## src/rtl/ps2_command_tx.sv

```systemverilog
// ps2_command_tx: host-to-device PS/2 command transmitter.
// Sends one command byte (start, d0..d7, odd parity, stop) over open-drain
// PS/2 clock/data lines and checks the device acknowledge bit.
module ps2_command_tx #(
  parameter int CLK_FREQ_HZ    = 50000000,
  parameter int INHIBIT_CYCLES = 5000,
  parameter int START_TIMEOUT  = 750000,
  parameter int XFER_TIMEOUT   = 100000
) (
  input  logic       clock,
  input  logic       resetn,
  input  logic       send_command,
  input  logic [7:0] command,
  input  logic       ps2_clk_i,
  input  logic       ps2_dat_i,
  output logic       ps2_clk_drive_low,
  output logic       ps2_dat_drive_low,
  output logic       busy,
  output logic       command_was_sent,
  output logic       error_timeout,
  output logic       error_no_ack
);

  // Reject parameter sets the counters cannot represent.
  if (CLK_FREQ_HZ <= 0 || INHIBIT_CYCLES < 1 || START_TIMEOUT < 1 || XFER_TIMEOUT < 1) begin : g_bad_params
    $error("ps2_command_tx: invalid parameter set");
  end

  localparam int INH_CNT_W = $clog2(INHIBIT_CYCLES + 1);
  localparam int ST_CNT_W  = $clog2(START_TIMEOUT + 1);
  localparam int XF_CNT_W  = $clog2(XFER_TIMEOUT + 1);

  localparam logic [INH_CNT_W-1:0] INH_LAST = INH_CNT_W'(INHIBIT_CYCLES - 1);
  localparam logic [INH_CNT_W-1:0] INH_MAX  = INH_CNT_W'(INHIBIT_CYCLES);
  localparam logic [ST_CNT_W-1:0]  ST_LAST  = ST_CNT_W'(START_TIMEOUT - 1);
  localparam logic [ST_CNT_W-1:0]  ST_MAX   = ST_CNT_W'(START_TIMEOUT);
  localparam logic [XF_CNT_W-1:0]  XF_LAST  = XF_CNT_W'(XFER_TIMEOUT - 1);
  localparam logic [XF_CNT_W-1:0]  XF_MAX   = XF_CNT_W'(XFER_TIMEOUT);

  typedef enum logic [2:0] {
    ST_IDLE         = 3'd0,
    ST_INHIBIT      = 3'd1,
    ST_START        = 3'd2,
    ST_WAIT_FIRST   = 3'd3,
    ST_XFER         = 3'd4,
    ST_WAIT_RELEASE = 3'd5
  } state_t;

  // Odd parity bit for a command byte: 1 when the byte has an even number of ones.
  function automatic logic odd_parity(input logic [7:0] data);
    return ~^data;
  endfunction

  state_t               state_r, state_s;
  logic [7:0]           cmd_r, cmd_s;
  logic [3:0]           edge_cnt_r, edge_cnt_s;
  logic [INH_CNT_W-1:0] inh_cnt_r, inh_cnt_s;
  logic [ST_CNT_W-1:0]  st_cnt_r, st_cnt_s;
  logic [XF_CNT_W-1:0]  xf_cnt_r, xf_cnt_s;
  logic                 dat_low_r, dat_low_s;
  logic                 clk_low_r;
  logic                 busy_r;
  logic                 sent_r, sent_s;
  logic                 tout_r, tout_s;
  logic                 noack_r, noack_s;

  logic clk_meta_r, clk_sync_r, clk_prev_r;
  logic dat_meta_r, dat_sync_r;
  logic clk_fall_s;

  // Two-flop synchronizers for both raw lines plus the clock history flop; idle bus is high.
  always_ff @(posedge clock or negedge resetn) begin
    if (!resetn) begin
      clk_meta_r <= 1'b1;
      clk_sync_r <= 1'b1;
      clk_prev_r <= 1'b1;
      dat_meta_r <= 1'b1;
      dat_sync_r <= 1'b1;
    end else begin
      clk_meta_r <= ps2_clk_i;
      clk_sync_r <= clk_meta_r;
      clk_prev_r <= clk_sync_r;
      dat_meta_r <= ps2_dat_i;
      dat_sync_r <= dat_meta_r;
    end
  end

  assign clk_fall_s = clk_prev_r & ~clk_sync_r;

  // Next-state, counter, data-line and result-pulse logic.
  always_comb begin
    state_s    = state_r;
    cmd_s      = cmd_r;
    edge_cnt_s = edge_cnt_r;
    inh_cnt_s  = inh_cnt_r;
    st_cnt_s   = st_cnt_r;
    xf_cnt_s   = xf_cnt_r;
    dat_low_s  = dat_low_r;
    sent_s     = 1'b0;
    tout_s     = 1'b0;
    noack_s    = 1'b0;

    case (state_r)
      ST_IDLE: begin
        dat_low_s = 1'b0;
        if (send_command) begin
          state_s    = ST_INHIBIT;
          cmd_s      = command;
          edge_cnt_s = 4'd0;
          inh_cnt_s  = '0;
          st_cnt_s   = '0;
          xf_cnt_s   = '0;
        end else begin
          state_s = ST_IDLE;
        end
      end

      ST_INHIBIT: begin
        if (inh_cnt_r == INH_LAST) begin
          state_s   = ST_START;
          dat_low_s = 1'b1;
        end else begin
          dat_low_s = 1'b0;
          inh_cnt_s = (inh_cnt_r == INH_MAX) ? inh_cnt_r : inh_cnt_r + INH_CNT_W'(1);
        end
      end

      ST_START: begin
        // Start bit stays driven while the clock is released.
        dat_low_s = 1'b1;
        st_cnt_s  = '0;
        state_s   = ST_WAIT_FIRST;
      end

      ST_WAIT_FIRST: begin
        if (clk_fall_s) begin
          state_s    = ST_XFER;
          edge_cnt_s = 4'd1;
          dat_low_s  = ~cmd_r[0];
          xf_cnt_s   = '0;
        end else if (st_cnt_r == ST_LAST) begin
          state_s   = ST_IDLE;
          dat_low_s = 1'b0;
          tout_s    = 1'b1;
        end else begin
          st_cnt_s = (st_cnt_r == ST_MAX) ? st_cnt_r : st_cnt_r + ST_CNT_W'(1);
        end
      end

      ST_XFER: begin
        xf_cnt_s = (xf_cnt_r == XF_MAX) ? xf_cnt_r : xf_cnt_r + XF_CNT_W'(1);
        if (xf_cnt_r == XF_LAST) begin
          state_s   = ST_IDLE;
          dat_low_s = 1'b0;
          tout_s    = 1'b1;
        end else if (clk_fall_s) begin
          // edge_cnt_r holds the number of edges already handled.
          edge_cnt_s = edge_cnt_r + 4'd1;
          case (edge_cnt_r)
            4'd1, 4'd2, 4'd3, 4'd4, 4'd5, 4'd6, 4'd7: begin
              dat_low_s = ~cmd_r[edge_cnt_r[2:0]];
            end
            4'd8: begin
              dat_low_s = ~odd_parity(cmd_r);
            end
            4'd9: begin
              dat_low_s = 1'b0;
            end
            4'd10: begin
              dat_low_s = 1'b0;
              if (!dat_sync_r) begin
                state_s = ST_WAIT_RELEASE;
              end else begin
                state_s = ST_IDLE;
                noack_s = 1'b1;
              end
            end
            default: begin
              dat_low_s = 1'b0;
            end
          endcase
        end else begin
          state_s = ST_XFER;
        end
      end

      ST_WAIT_RELEASE: begin
        dat_low_s = 1'b0;
        xf_cnt_s  = (xf_cnt_r == XF_MAX) ? xf_cnt_r : xf_cnt_r + XF_CNT_W'(1);
        if (clk_sync_r && dat_sync_r) begin
          state_s = ST_IDLE;
          sent_s  = 1'b1;
        end else if (xf_cnt_r == XF_LAST) begin
          state_s = ST_IDLE;
          tout_s  = 1'b1;
        end else begin
          state_s = ST_WAIT_RELEASE;
        end
      end

      default: begin
        state_s   = ST_IDLE;
        dat_low_s = 1'b0;
      end
    endcase
  end

  // State, counters and registered line/status outputs derived from the next state.
  always_ff @(posedge clock or negedge resetn) begin
    if (!resetn) begin
      state_r    <= ST_IDLE;
      cmd_r      <= 8'h00;
      edge_cnt_r <= 4'd0;
      inh_cnt_r  <= '0;
      st_cnt_r   <= '0;
      xf_cnt_r   <= '0;
      dat_low_r  <= 1'b0;
      clk_low_r  <= 1'b0;
      busy_r     <= 1'b0;
      sent_r     <= 1'b0;
      tout_r     <= 1'b0;
      noack_r    <= 1'b0;
    end else begin
      state_r    <= state_s;
      cmd_r      <= cmd_s;
      edge_cnt_r <= edge_cnt_s;
      inh_cnt_r  <= inh_cnt_s;
      st_cnt_r   <= st_cnt_s;
      xf_cnt_r   <= xf_cnt_s;
      dat_low_r  <= dat_low_s;
      clk_low_r  <= (state_s == ST_INHIBIT) || (state_s == ST_START);
      busy_r     <= (state_s != ST_IDLE);
      sent_r     <= sent_s;
      tout_r     <= tout_s;
      noack_r    <= noack_s;
    end
  end

  assign ps2_clk_drive_low = clk_low_r;
  assign ps2_dat_drive_low = dat_low_r;
  assign busy              = busy_r;
  assign command_was_sent  = sent_r;
  assign error_timeout     = tout_r;
  assign error_no_ack      = noack_r;

endmodule
```

## config.mk

```make
export PLATFORM = sky130hd
export DESIGN_NAME = ps2_command_tx
export DESIGN_NICKNAME = d
export VERILOG_FILES = /design/src/rtl/ps2_command_tx.sv
export SDC_FILE = /design/constraint.sdc
export NUM_CORES = 1
export LEC_CHECK = 0
export CORE_UTILIZATION = 65
export CTS_CLUSTER_SIZE = 16
export DETAILED_ROUTE_END_ITERATION = 10
export PLACE_DENSITY = 0.85
export SLEW_MARGIN = 10
export SYNTH_ARGS = -nofsm -noshare
export SYNTH_HDL_FRONTEND = slang
export SYNTH_SLANG_ARGS = --single-unit
```

## constraint.sdc

```tcl
create_clock -name clock -period 3.4 [get_ports clock]
set_input_delay 0.68 -clock clock [delete_from_list [all_inputs] [get_ports clock]]
set_output_delay 0.68 -clock clock [all_outputs]
set_load 0.005 [all_outputs]
```

==> impl_results.md <==
* Syn. warnings at 0
* Multi-input logic area at 2136 um2
* Placeable core area at 6061 um2
* Sum Neg Setup Slack at 0 ns
* Worst-Skew Late Latency at about 0.36 ns
* Total Routing Usage GR at 27.17%
* Mapped Area at 4175 um2
* Die Footprint at 6748 um2
* Crit share post-route at about three quarters
* Setup crit start: send_command
* Post-Route WL at about 8400 um
* R2r startpoint: state_r[1]
* Commonest non-fill, non-tap cells in the layout: dfrtp_1, nor2_1, nand2_1, nand3_1, a21oi_1
* CTS resizes at 0
* Clock slew at reported path FFs at ~0.07 ns
* Post-layout min period at 2.529 ns
* First-pass GRT wire length at 13890 um
* Power density over the cells at just over 400 nW/um2
* Vias/cell at 6.338
* Min-Delay Startpoint: dat_meta_r
* Largest net degree at the start of global routing at 77
* Placer Congestion at 0.8175
* Max incr delay on CP at 0.60 ns
* Initial antenna violation count at 0
* Clock Tree Buf Depth at 2
* CTS tree: built
* #FFs+latches synth at 76
* # diodes at 0
* Filler instances at 415
* Sequential share of the synthesized area at between 40% and 50%
* Num CTS Buffers at 9
* # IOs at 19
* FF/Latch Area at 1908 um2
* Vias at 3372
* Row Count at 28
* Worst Path Max Fanout at 14
* Chip Width at 82.15 um
* Hpwl dp at 5910 um
* # DRC at 0
* Pins Over Slew Limit at 0
* Initial drt markers at 237
* Ys async rst share at between 90% and 100%
* Prevailing post-synth register cell: dfrtp_1
* Number of synthesized flops with an enable pin at 0
* RSZ-0062 raised after global routing: false
* Cell variety after synth at 57
* Fraction of layout cells with a size suffix above 1 at 8.972%
* GRT overflow at 0
* Area grow syn2layout at 10.64%
* Detailed Routing Iterations Pass 1 at 5
* Outcome: finished clean
* Mapped Nets at 459
* Most used cell, CP: a21oi_1
* Clock Skew at 0.01128 ns
* Final hold viol count at 0
* Fmax at 395.3 MHz
* Worst min path class: flip-flop to flip-flop
* Post-synthesis cell count at 436
* Crit. End Element: flip-flop
* DIE HEIGHT at 82.15 um
* WP data required at ~3.7 ns
* # hold bufs at CTS at 0
* DRT antenna net count at 0
* Vias in the first global route at 3064
* I/O Buffers at 18
* Slew Limit Headroom at 38.09%
* Leak at 1.905 nW
* CTS H-tree depth at 3
* Most common cell after layout, fill and taps aside: dfrtp_1
* Avg Inst Size Synth at roughly 9.6 um2
* Final core utilization at between 70% and 80%
* Setup violators final at 0
* Clk sinks at 76
* Max cap viols at 0
* Post-CTS Setup Inserts at 0
* Slowest cell on the critical path: or4_1
* Drt wl/cell at 15.80 um
* Worst-path cell chain: clkdlybuf4s50_1 -> nand2b_1 -> a21oi_1 -> o221ai_1 -> or4_1 -> a21oi_1
* Initial Utilization at a little under 70%
* Critical path class: input port to flip-flop
* Final #Nets at roughly 480
* Root buffer cell: clkbuf_8
* CP Launch Type: input port
* Power, Total at 1.901 mW
* WHS at 0.3571 ns
* Crit path DAT at 2.81 ns
* Tightest Pin Transition at 0.9287 ns
* Peak supply drop at around 0.37 mV
## final cells by class
class / instances / share of cell area [%]
multi-input cells: 326 / 46.24
repair buffers: 20 / 4.171
clock buffers: 12 / 3.142
flip-flops and latches: 76 / 41.31
inverters: 19 / 1.544
well taps: 75 / 2.031
clock inverters: 4 / 1.571
## synth_stat cells, types with 10 or more instances
library cell  instances  area [um2]
dfrtp_1              71        1777
nor2_1               35       131.4
nand2_1              34       127.6
nand3_1              24       120.1
a21oi_1              23       115.1
xnor2_1              20       175.2
inv_1                19       71.32
o21ai_0              18       90.09
clkbuf_1             14       52.55
nand4_1              12       75.07
o31ai_1              12       90.09
or4_1                12       90.09
and3_1               11       68.82
nor3_1               11       55.05
ha_1                 10       125.1
## worst paths after layout
path / end / slack, ns / depth (start not counted)
worst max-delay path: xf_cnt_r[16] / 0.87 / 6
worst min-delay path: dat_sync_r / 0.36 / 0
worst max register to register: xf_cnt_r[6] / 0.94 / 5
worst min register to register: dat_sync_r / 0.36 / 0
max in group asynchronous: cmd_r[1] / 2.34 / 1
min in group asynchronous: st_cnt_r[6] / 0.46 / 1
## logic make-up after synthesis
logic type	synth area share (%)
compound gates	14.24
xor+xnor	5.454
fa+ha+maj	2.997
buf+inv	3.147
flops	45.70
mux	4.195
simple gates	24.27
## state kept, by name (all words and copies together), names as in the netlist, 3 cells and up
signal,count
inh_cnt_r,13
st_cnt_r,20
edge_cnt_r,4
state_r,3
cmd_r,8
xf_cnt_r,17
## per-stage QoR
step           cell area (um2)  worst slack [ns]  std cells
6_report                  4619            0.8706        532
5_1_grt                   4619            0.6924        532
4_1_cts                   4619            0.8971        532
3_5_place_dp              4402            0.5243        516
3_3_place_gp              4402            0.6611        516
2_1_floorplan             4175             1.243        436
## routing by layer
layer,vias up,GRT usage [%],wire (um)
met1,1656,37.45,4056
li1,1638,-,-
met2,65,42.73,3924
met4,0,11.40,131
met3,13,4.396,294
met5,-,0,0
## power breakdown
group	internal, mW	total, mW	switching (mW)	leakage (nW)
sequential	0.956	1.01	0.0590	0.971
clock	0.433	0.763	0.330	0.107
combinational	0.0605	0.124	0.0632	0.828
total	1.45	1.90	0.452	1.91
## critical path, delay by kind of cell
kind | cells | cell delay (ns)
and+or+nand+nor | 2 | 0.73
AOI/OAI and AO/OA | 3 | 0.81
buffers and inverters | 1 | 0.57
Power figures use the tool's default switching activity.
